## src/rtl/shift_arbiter.sv

```systemverilog
// shift_arbiter: two-port round-robin arbiter and sequencer for one shared,
// purely combinational barrel shifter.
//   port 0 : ALU / execute path
//   port 1 : load/store byte-alignment path
// Each operation accepts a request in IDLE, presents the registered operands
// to the shifter for one EXEC cycle, then holds the registered result on the
// owner's response channel (RESP) until the consumer takes it.
// Optional build macro:
//   SHIFT_ARB_FIXED_PRIO_EN - port 0 always wins a tie (port 1 may starve);
//                             when undefined, ties alternate by round-robin.
module shift_arbiter #(
   parameter int DATA_WIDTH = 32,
   parameter int NUM_REQ    = 2
) (
   input  logic                  clk,
   input  logic                  rst,

   input  logic                  req0_valid,
   output logic                  req0_ready,
   input  logic [DATA_WIDTH-1:0] req0_a,
   input  logic [DATA_WIDTH-1:0] req0_b,
   input  logic [1:0]            req0_op,
   output logic                  rsp0_valid,
   input  logic                  rsp0_ready,
   output logic [DATA_WIDTH-1:0] rsp0_result,

   input  logic                  req1_valid,
   output logic                  req1_ready,
   input  logic [DATA_WIDTH-1:0] req1_a,
   input  logic [DATA_WIDTH-1:0] req1_b,
   input  logic [1:0]            req1_op,
   output logic                  rsp1_valid,
   input  logic                  rsp1_ready,
   output logic [DATA_WIDTH-1:0] rsp1_result,

   output logic [DATA_WIDTH-1:0] sh_a,
   output logic [DATA_WIDTH-1:0] sh_b,
   output logic [1:0]            sh_op,
   input  logic [DATA_WIDTH-1:0] sh_result
);

   typedef enum logic [1:0] {
      IDLE = 2'd0,
      EXEC = 2'd1,
      RESP = 2'd2
   } state_t;

   // ------------------------------------------------------------------
   // Registers and their next values
   // ------------------------------------------------------------------
   state_t                  state_reg,      state_next;
   logic                    last_grant_reg, last_grant_next;
   logic                    owner_reg,      owner_next;
   logic [DATA_WIDTH-1:0]   a_reg,          a_next;
   logic [DATA_WIDTH-1:0]   b_reg,          b_next;
   logic [1:0]              op_reg,         op_next;
   logic [DATA_WIDTH-1:0]   result_reg,     result_next;

   // ------------------------------------------------------------------
   // Per-port views of the flat port list so the logic below can be
   // written once and indexed by port number.
   // ------------------------------------------------------------------
   logic [NUM_REQ-1:0]      req_valid_vec;
   logic [NUM_REQ-1:0]      req_ready_vec;
   logic [NUM_REQ-1:0]      rsp_valid_vec;
   logic [NUM_REQ-1:0]      rsp_ready_vec;
   logic [DATA_WIDTH-1:0]   req_a_arr      [NUM_REQ];
   logic [DATA_WIDTH-1:0]   req_b_arr      [NUM_REQ];
   logic [1:0]              req_op_arr     [NUM_REQ];
   logic [DATA_WIDTH-1:0]   rsp_result_arr [NUM_REQ];

   assign req_valid_vec = {req1_valid, req0_valid};
   assign rsp_ready_vec = {rsp1_ready, rsp0_ready};

   assign req_a_arr[0]  = req0_a;
   assign req_a_arr[1]  = req1_a;
   assign req_b_arr[0]  = req0_b;
   assign req_b_arr[1]  = req1_b;
   assign req_op_arr[0] = req0_op;
   assign req_op_arr[1] = req1_op;

   assign req0_ready  = req_ready_vec[0];
   assign req1_ready  = req_ready_vec[1];
   assign rsp0_valid  = rsp_valid_vec[0];
   assign rsp1_valid  = rsp_valid_vec[1];
   assign rsp0_result = rsp_result_arr[0];
   assign rsp1_result = rsp_result_arr[1];

   // The shifter always sees the captured operands, so its inputs cannot
   // move while EXEC samples its result.
   assign sh_a  = a_reg;
   assign sh_b  = b_reg;
   assign sh_op = op_reg;

   // ------------------------------------------------------------------
   // Arbitration
   // ------------------------------------------------------------------
   logic [NUM_REQ-1:0] grant_vec;   // one-hot, all zero when nobody asks
   logic               grant_idx;   // index of the winning port
   logic               accept;      // a handshake completes this cycle

   // Pick at most one winner from the valid lines.
   always_comb begin
      grant_vec = '0;
      if (req_valid_vec[0] && req_valid_vec[1]) begin
`ifdef SHIFT_ARB_FIXED_PRIO_EN
         grant_vec = 2'b01;
`else
         // Tie: whoever did not win last time goes now.
         grant_vec = last_grant_reg ? 2'b01 : 2'b10;
`endif
      end else if (req_valid_vec[1]) begin
         grant_vec = 2'b10;
      end else if (req_valid_vec[0]) begin
         grant_vec = 2'b01;
      end
   end

   assign grant_idx = grant_vec[1];
   assign accept    = (state_reg == IDLE) && (|(req_valid_vec & req_ready_vec));

   // ------------------------------------------------------------------
   // Per-port handshake outputs
   // ------------------------------------------------------------------
   generate
      for (genvar gi = 0; gi < NUM_REQ; gi++) begin : g_port
         // Ready only in IDLE and only for the arbitration winner.
         always_comb begin
            req_ready_vec[gi] = (state_reg == IDLE) && grant_vec[gi];
         end

         // Response goes to the owner only; the other port sees zeros.
         always_comb begin
            rsp_valid_vec[gi]  = (state_reg == RESP) &&
                                 (owner_reg == ((gi == 1) ? 1'b1 : 1'b0));
            rsp_result_arr[gi] = rsp_valid_vec[gi] ? result_reg : '0;
         end
      end
   endgenerate

   // ------------------------------------------------------------------
   // FSM
   // ------------------------------------------------------------------
   // Next-state and register-update logic; every register holds by default.
   always_comb begin
      state_next      = state_reg;
      last_grant_next = last_grant_reg;
      owner_next      = owner_reg;
      a_next          = a_reg;
      b_next          = b_reg;
      op_next         = op_reg;
      result_next     = result_reg;

      unique case (state_reg)
         IDLE: begin
            if (accept) begin
               // Operands are taken exactly as presented at the accept edge;
               // the full b word is kept, the shifter itself uses only [4:0].
               a_next          = req_a_arr[grant_idx];
               b_next          = req_b_arr[grant_idx];
               op_next         = req_op_arr[grant_idx];
               owner_next      = grant_idx;
               last_grant_next = grant_idx;
               state_next      = EXEC;
            end
         end
         EXEC: begin
            result_next = sh_result;
            state_next  = RESP;
         end
         RESP: begin
            if (rsp_ready_vec[owner_reg]) begin
               state_next = IDLE;
            end
         end
         default: begin
            state_next = IDLE;
         end
      endcase
   end

   // State and datapath registers; reset abandons any in-flight operation.
   always_ff @(posedge clk) begin
      if (rst) begin
         state_reg      <= IDLE;
         last_grant_reg <= 1'b1;   // so port 0 wins the first tie
         owner_reg      <= 1'b0;
         a_reg          <= '0;
         b_reg          <= '0;
         op_reg         <= '0;
         result_reg     <= '0;
      end else begin
         state_reg      <= state_next;
         last_grant_reg <= last_grant_next;
         owner_reg      <= owner_next;
         a_reg          <= a_next;
         b_reg          <= b_next;
         op_reg         <= op_next;
         result_reg     <= result_next;
      end
   end

endmodule
```

## config.mk

```make
export PLATFORM = sky130hd
export DESIGN_NAME = shift_arbiter
export DESIGN_NICKNAME = d
export VERILOG_FILES = /design/src/rtl/shift_arbiter.sv
export SDC_FILE = /design/constraint.sdc
export NUM_CORES = 1
export LEC_CHECK = 0
export CORE_AREA = 2 2 123 125
export CTS_CLUSTER_SIZE = 25
export DETAILED_ROUTE_END_ITERATION = 7
export DIE_AREA = 0 0 125 127
export PLACE_DENSITY = 0.76
export SYNTH_ARGS = -nofsm -noshare
export SYNTH_HDL_FRONTEND = slang
export SYNTH_SLANG_ARGS = --single-unit
```

## constraint.sdc

```tcl
create_clock -name clk -period 3.5 [get_ports clk]
set_input_delay 0.875 -clock clk [delete_from_list [all_inputs] [get_ports clk]]
set_output_delay 0.875 -clock clk [all_outputs]
set_load 0.05 [all_outputs]
```

==> run_results.csv, run 1 <==
group,metric,value,unit
status,outcome,"completed",
synthesis,postSynthNetCount,778,
power,power-per-cell-area,427,mW/mm^2
floorplan,io_pins,304,
global_route,number_of_antenna_violations_at_the_first_check_in_global_routing,0,
final_layout,layout-drive-gt1-share,0.0773,
clock_network,tritoncts_clock_tree,"built",
clock_network,cts_inserted_buffers,9,
power,ir_drop,0.000231,V
worst_setup_path,number_of_buffer_and_inverter_instances_along_the_worst_setup_path,2,
synthesis,syn_inst,608,
clock_network,worstSkewPairLatency,0.34,ns
clock_network,clockRootBuffer,"sky130_fd_sc_hd__clkbuf_16",
clock_network,post_cts.resized_instances,0,
timing,setup_tns,0,ns
placed_design,gp_congestion,0.825,
worst_hold_path,min-delay-start,"result_reg[17]$_SDFFE_PP0N_",
timing,total_count_of_max_transition_violations_in_the_final_report,0,
synthesis,netlist_top_cells_area,"sky130_fd_sc_hd__dfxtp_1 (42%), sky130_fd_sc_hd__nand2_1 (15%), sky130_fd_sc_hd__a21oi_1 (10%)",
worst_setup_path,r2r_setup_slack,1.76,ns
clock_network,cts.repair_timing.setup_buffer_count,0,
clock_network,cts.sinks,102,
worst_setup_path,worst_r2r_endpoint,"sh_b[16]$_SDFFE_PP0P_",
synthesis,post_synth_instance_area,0.00485,sq mm
routing,detail_route.drc_violations,0,
power,p_leak,3.05,nW
run,maxCapViolations,0,
worst_setup_path,critical_path.max_stage_delay,0.81,ns
clock_network,clock_tree.htree_level_count,3,
final_layout,finish.net_count,1046,
timing,skew,0.00499,ns
routing,viasPerCell,4.99,
synthesis,muxShareOfSynthArea,0.00207,
routing,drt-initial-drc-count,229,
timing,setup_viol,0,
floorplan,floorplan.core_area,0.0144,sq mm
worst_setup_path,critical-path-top-delay-family,"buffers and inverters",
floorplan,initial_utilization,0.336,
synthesis,yosys.area_share.adder,0,
synthesis,synth-seq-cells,102,
placed_design,detailed_place_hpwl,12000,microns
floorplan,placement_rows,44,
synthesis,synth_compound_gate_area_share,0.266,
global_route,overflow,0,
placed_design,numPortBuffers,303,
final_layout,antenna-diode-count,0,
worst_hold_path,whs_endpoint,"result_reg[17]$_SDFFE_PP0N_",
final_layout,sequential_cell_area,0.00204,sq mm
synthesis,synth_seq_area_share,0.421,
floorplan,die_ar,0.0159,sq mm
worst_setup_path,critical_path.slowest_cell,"sky130_fd_sc_hd__clkdlybuf4s50_1",
routing,finalWirelength,16800,microns
timing,fmaxAchievable,0.308,GHz
global_route,grt_start_max_net_pins,69,
clock_network,clk_pin_slew,0.06,ns
worst_setup_path,crit_fanout,33,
synthesis,synth.lib_cells_used.distinct,23,
clock_network,post_cts_hold_buffer_count,0,
final_layout,areaGrowthSynthToFinish,71.2,%
timing,worst_pin_slew,0.780,ns
floorplan,die_h,127,microns
global_route,grt_pass1_wl,26600,microns
synthesis,async_flop_share,0,
worst_setup_path,critPathArrivalTime,2.37,ns
synthesis,synth_top_area_cell,"sky130_fd_sc_hd__dfxtp_1",
timing,rsz0062_at_grt,"false",
routing,vias,5306,
final_layout,n_fill_cell,1364,
worst_setup_path,worst_case_reg_to_reg_path_depth,4,
global_route,grt_util_all_layers,0.207,
timing,post-route-period-util,0.927,
synthesis,synth-simple-area-share,0.252,
worst_setup_path,critical_path_required,2.62,ns
synthesis,synth_top_area_share,0.421,
timing,max-slew-margin-rel,0.480,
worst_setup_path,cp-end-kind,"output pin",
worst_hold_path,min_path_type,"reg -> reg",
timing,final.min_clock_period,3.24,ns
synthesis,synthFlopType,"sky130_fd_sc_hd__dfxtp_1",
routing,wl_per_cell,15.8,microns
timing,final-hold-violation-count,0,
floorplan,die_width,125,microns
synthesis,ys.warnings.count,0,
synthesis,synth_enable_flop_cells,0,
worst_setup_path,crit_path_start_kind,"flop",
routing,antenna_violating_nets_remaining,0,
global_route,grt_pass1_vias,5080,
synthesis,synth_top_family_by_area,"compound AO/OA/AOI/OAI gates",
worst_setup_path,critical_path.cell_chain,"nor3b_2 -> buf_4 -> and2_1 -> clkdlybuf4s50_1",
routing,firstDrtPassIters,4,
synthesis,post_synthesis_xor_xnor_area_fraction,0,
worst_setup_path,r2r_start,"state_reg[1]$_SDFFE_PP0P_",
final_layout,multi_input_area,0.00255,sq mm
clock_network,cts_max_path_buffers,2,
synthesis,syn_avg_cell_area,7.97,sq um
worst_hold_path,hold-path-cell-count,2,
worst_setup_path,timing.setup.critical_path_class,"reg -> out",
power,report.power.total,3.54,mW
-- layout make-up --
type,count,area share
tap,184,0.0277
timing repair buffer,319,0.387
clock buffer,14,0.0318
sequential,102,0.246
clock inverter,1,0.000603
multi-input combinational,444,0.307
-- cells in the final DEF, fill, tap and decap left out, types with 2 or more instances in the layout --
| cell | instances |
|---|---|
| sky130_fd_sc_hd__dfxtp_1 | 102 |
| sky130_fd_sc_hd__clkbuf_8 | 2 |
| sky130_fd_sc_hd__clkbuf_1 | 3 |
| sky130_fd_sc_hd__nand2_1 | 196 |
| sky130_fd_sc_hd__a311oi_2 | 29 |
| sky130_fd_sc_hd__buf_12 | 5 |
| sky130_fd_sc_hd__nor2b_1 | 2 |
| sky130_fd_sc_hd__clkdlybuf4s50_1 | 300 |
| sky130_fd_sc_hd__and2_1 | 64 |
| sky130_fd_sc_hd__a21oi_1 | 99 |
| sky130_fd_sc_hd__a311oi_1 | 37 |
| sky130_fd_sc_hd__clkbuf_16 | 9 |
| sky130_fd_sc_hd__nor2_1 | 2 |
| sky130_fd_sc_hd__buf_4 | 14 |
-- per-stage QoR --
step | utilization | cell area [sq um] | hold WS, ns | setup WS (ns) | std cells
2_1_floorplan | - | 4850 | 0.440 | 0.279 | 608
3_3_place_gp | 0.557 | 8030 | 0.448 | 0.324 | 1049
3_5_place_dp | 0.557 | 8030 | 0.453 | 0.314 | 1049
4_1_cts | 0.575 | 8300 | 0.462 | 0.237 | 1064
5_1_grt | 0.575 | 8300 | 0.485 | 0.158 | 1064
6_report | 0.575 | 8300 | 0.458 | 0.256 | 1064
-- report_power, final --
group / leakage, nW / switching, mW / internal, mW
clock: 0.133 / 0.408 / 0.517
sequential: 0.843 / 0.0758 / 1.29
combinational: 2.07 / 0.745 / 0.510
-- synth_stat cells (all sizes together) (3+ instances only) --
cell    number
nand2      196
dfxtp      102
a21oi       99
nor2         3
nor2b        3
buf         20
and2        65
a311oi      66
clkbuf      42
-- how the worst max path moves through the flow --
stage | from | end | slack [ns] | cells past startpoint
after floorplan | req1_valid | req1_ready | 0.28 | 3
after global placement | req0_valid | req0_ready | 0.32 | 4
after detailed placement | req0_valid | req0_ready | 0.31 | 4
after CTS | state_reg[1]$_SDFFE_PP0P_ | rsp0_result[23] | 0.24 | 4
after global routing | state_reg[1]$_SDFFE_PP0P_ | rsp0_result[23] | 0.16 | 4
final | state_reg[1]$_SDFFE_PP0P_ | rsp0_result[23] | 0.26 | 4
-- worst min-delay path, stage by stage, from the launching register on --
cell and delay [ns]:
sky130_fd_sc_hd__dfxtp_1 0.31, sky130_fd_sc_hd__nand2_1 0.05, sky130_fd_sc_hd__a21oi_1 0.05
-- routing by layer --
layer  vias up  track usage  wire length (microns)
li1       2628            -                      -
met1      2424        0.241                   6730
met2       223        0.358                   8210
met3        31       0.0649                   1410
met4         0       0.0817                    473
met5         -            0                      0
-- kinds of logic (layout without fill, tap and decap cells) --
kind of cell / Yosys count / count (layout)
compound gates: 169 / 169
flops: 102 / 102
simple gates: 274 / 274
buf+inv: 62 / 334
mux: 1 / 1
(Power assumes the default switching activity.)
==> run 2: changes to the inputs <==
==> constraint.sdc (replaced) <==
create_clock -name clk -period 3.5 [get_ports clk]
set_input_delay 0.875 -clock clk [delete_from_list [all_inputs] [get_ports clk]]
set_output_delay 0.875 -clock clk [all_outputs]
set_load 0.01 [all_outputs]
==> run_results.csv, run 2 (same netlist as run 1, synthesis figures left out) <==
group,metric,value,unit
global_route,grt_pass1_wl,26900,microns
timing,rsz0062_at_grt,"false",
power,cellInternalPower,2.41,mW
placed_design,gp_congestion,0.820,
routing,wl_per_cell,15.9,microns
clock_network,clk_pin_slew,0.06,ns
power,seq_power_share,0.406,
power,power.net_switching,0.940,mW
timing,final-hold-violation-count,0,
worst_hold_path,whs_endpoint,"result_reg[23]$_SDFFE_PP0N_",
clock_network,clockRootBuffer,"sky130_fd_sc_hd__clkbuf_16",
worst_setup_path,critical_path_required,2.62,ns
global_route,grt_pass1_vias,5151,
status,outcome,"completed",
global_route,grt_start_max_net_pins,103,
timing,final.min_clock_period,3.36,ns
clock_network,cts.sinks,102,
power,ir_drop,0.000242,V
routing,viasPerCell,5.05,
final_layout,areaGrowthSynthToFinish,72.3,%
worst_setup_path,cp-end-kind,"output pin",
power,power_switching_share,0.281,
clock_network,cts_max_path_buffers,2,
timing,worst_pin_slew,0.774,ns
final_layout,commonest_non_fill_non_tap_cells_in_the_layout,"sky130_fd_sc_hd__clkdlybuf4s50_1 (302), sky130_fd_sc_hd__nand2_1 (196), sky130_fd_sc_hd__dfxtp_1 (102)",
worst_setup_path,crit_fanout,2,
timing,setup_tns,0,ns
worst_hold_path,hold-path-cell-count,2,
worst_setup_path,r2r_start,"last_grant_reg$_SDFFE_PP1P_",
timing,fmaxAchievable,0.298,GHz
timing,total_count_of_max_transition_violations_in_the_final_report,0,
global_route,number_of_antenna_violations_at_the_first_check_in_global_routing,0,
final_layout,final_common_cell,"sky130_fd_sc_hd__clkdlybuf4s50_1",
power,p_clk_frac,0.312,
floorplan,initial_utilization,0.336,
worst_setup_path,critical_path.cell_chain,"clkdlybuf4s50_1 -> or3b_2 -> nor2_1 -> clkdlybuf4s50_1",
floorplan,io_pins,304,
floorplan,placement_rows,44,
placed_design,numPortBuffers,303,
timing,post-route-period-util,0.959,
final_layout,layout-drive-gt1-share,0.0795,
timing,skew,0.00643,ns
clock_network,post_cts_hold_buffer_count,0,
floorplan,die_width,125,microns
worst_setup_path,timing.setup.critical_path_class,"in -> out",
worst_setup_path,critPathArrivalTime,2.48,ns
timing,whs,0.460,ns
worst_setup_path,r2r_setup_slack,1.73,ns
global_route,overflow,0,
clock_network,cts_inserted_buffers,9,
final_layout,antenna-diode-count,0,
run,maxCapViolations,0,
routing,detail_route.drc_violations,0,
final_layout,n_fill_cell,1334,
power,power.combinational.fraction,0.282,
worst_setup_path,critical_path.slowest_cell,"sky130_fd_sc_hd__clkdlybuf4s50_1",
routing,vias,5380,
routing,antenna_violating_nets_remaining,0,
clock_network,cts.repair_timing.setup_buffer_count,0,
routing,firstDrtPassIters,4,
worst_setup_path,worst_case_reg_to_reg_path_depth,4,
clock_network,worstSkewPairLatency,0.34,ns
final_layout,finish.net_count,1047,
worst_setup_path,critPathMostFrequentCell,"sky130_fd_sc_hd__clkdlybuf4s50_1",
worst_hold_path,min_path_type,"reg -> reg",
worst_setup_path,critical_path.startpoint,"req0_valid",
worst_setup_path,worst_r2r_endpoint,"sh_a[30]$_SDFFE_PP0P_",
worst_hold_path,min-delay-start,"result_reg[23]$_SDFFE_PP0N_",
worst_setup_path,crit_path_start_kind,"input port",
floorplan,floorplan.core_area,0.0144,sq mm
worst_setup_path,critical_path.max_stage_delay,0.54,ns
clock_network,tritoncts_clock_tree,"built",
routing,drt-initial-drc-count,207,
clock_network,post_cts.resized_instances,0,
timing,setup_viol,0,
timing,max-slew-margin-rel,0.484,
global_route,grt_util_all_layers,0.208,
routing,finalWirelength,16900,microns
placed_design,detailed_place_hpwl,11700,microns
clock_network,clock_tree.htree_level_count,3,
power,p_leak,3.07,nW
power,power-per-cell-area,401,mW/mm^2
floorplan,die_ar,0.0159,sq mm
floorplan,die_h,127,microns
-- run 2: changes by cell type in the layout (fill, tap and decap cells not counted) --
| cell | delta |
|---|---|
| sky130_fd_sc_hd__buf_4 | -1 |
| sky130_fd_sc_hd__clkdlybuf4s50_1 | +2 |
| sky130_fd_sc_hd__clkbuf_1 | -3 |
| sky130_fd_sc_hd__clkinvlp_4 | +1 |
| sky130_fd_sc_hd__bufinv_16 | +1 |
| sky130_fd_sc_hd__clkbuf_8 | +1 |
-- run 2: layout make-up --
class,instances,area [sq um],area share
well taps,184,230,0.0276
flip-flops and latches,102,2040,0.244
repair buffers,320,3220,0.386
clock buffers,12,267,0.0319
clock inverters,3,42.5,0.00509
multi-input cells,444,2550,0.305
-- run 2: how the worst max path moves through the flow --
stage                      end  slack, ns  depth (start not counted)
global placement    req0_ready       0.17                          4
detailed placement  req0_ready       0.14                          4
floorplan           req1_ready       1.07                          3
finish              req0_ready       0.14                          4
CTS                 req0_ready       0.14                          4
global route        req0_ready       0.08                          4
-- run 2: critical path, delay by kind of cell --
| kind | cells | cell delay [ns] |
|---|---|---|
| buffers and inverters | 2 | 1.03 |
| and+or+nand+nor | 2 | 0.58 |
-- run 2: layer usage --
metal / vias to the layer above / share of wire / GRT usage / wire [microns]
li1: 2630 / - / - / -
met1: 2492 / 0.41 / 0.247 / 6920
met2: 232 / 0.49 / 0.353 / 8210
met3: 26 / 0.084 / 0.0687 / 1430
met4: 0 / 0.021 / 0.0752 / 352
met5: - / 0 / 0 / 0
-- run 2: stage by stage --
stage          std cells  setup WS [ns]  power (mW)  area (sq um)  utilization
2_1_floorplan        608           1.07        1.82          4850            -
3_3_place_gp        1050          0.165        2.33          8040        0.558
3_5_place_dp        1050          0.138        2.34          8040        0.558
4_1_cts             1065          0.136        3.39          8350        0.579
5_1_grt             1065         0.0768        3.52          8350        0.579
6_report            1065          0.143        3.35          8350        0.579
-- run 2: power by group through the flow --
stage / clock, mW / sequential (mW) / combinational [mW]
after global routing: 1.12 / 1.38 / 1.02
final: 1.04 / 1.36 / 0.945
after floorplan: 0 / 1.42 / 0.404
after global placement: 0 / 1.38 / 0.946
after CTS: 1.07 / 1.36 / 0.955
after detailed placement: 0 / 1.39 / 0.952
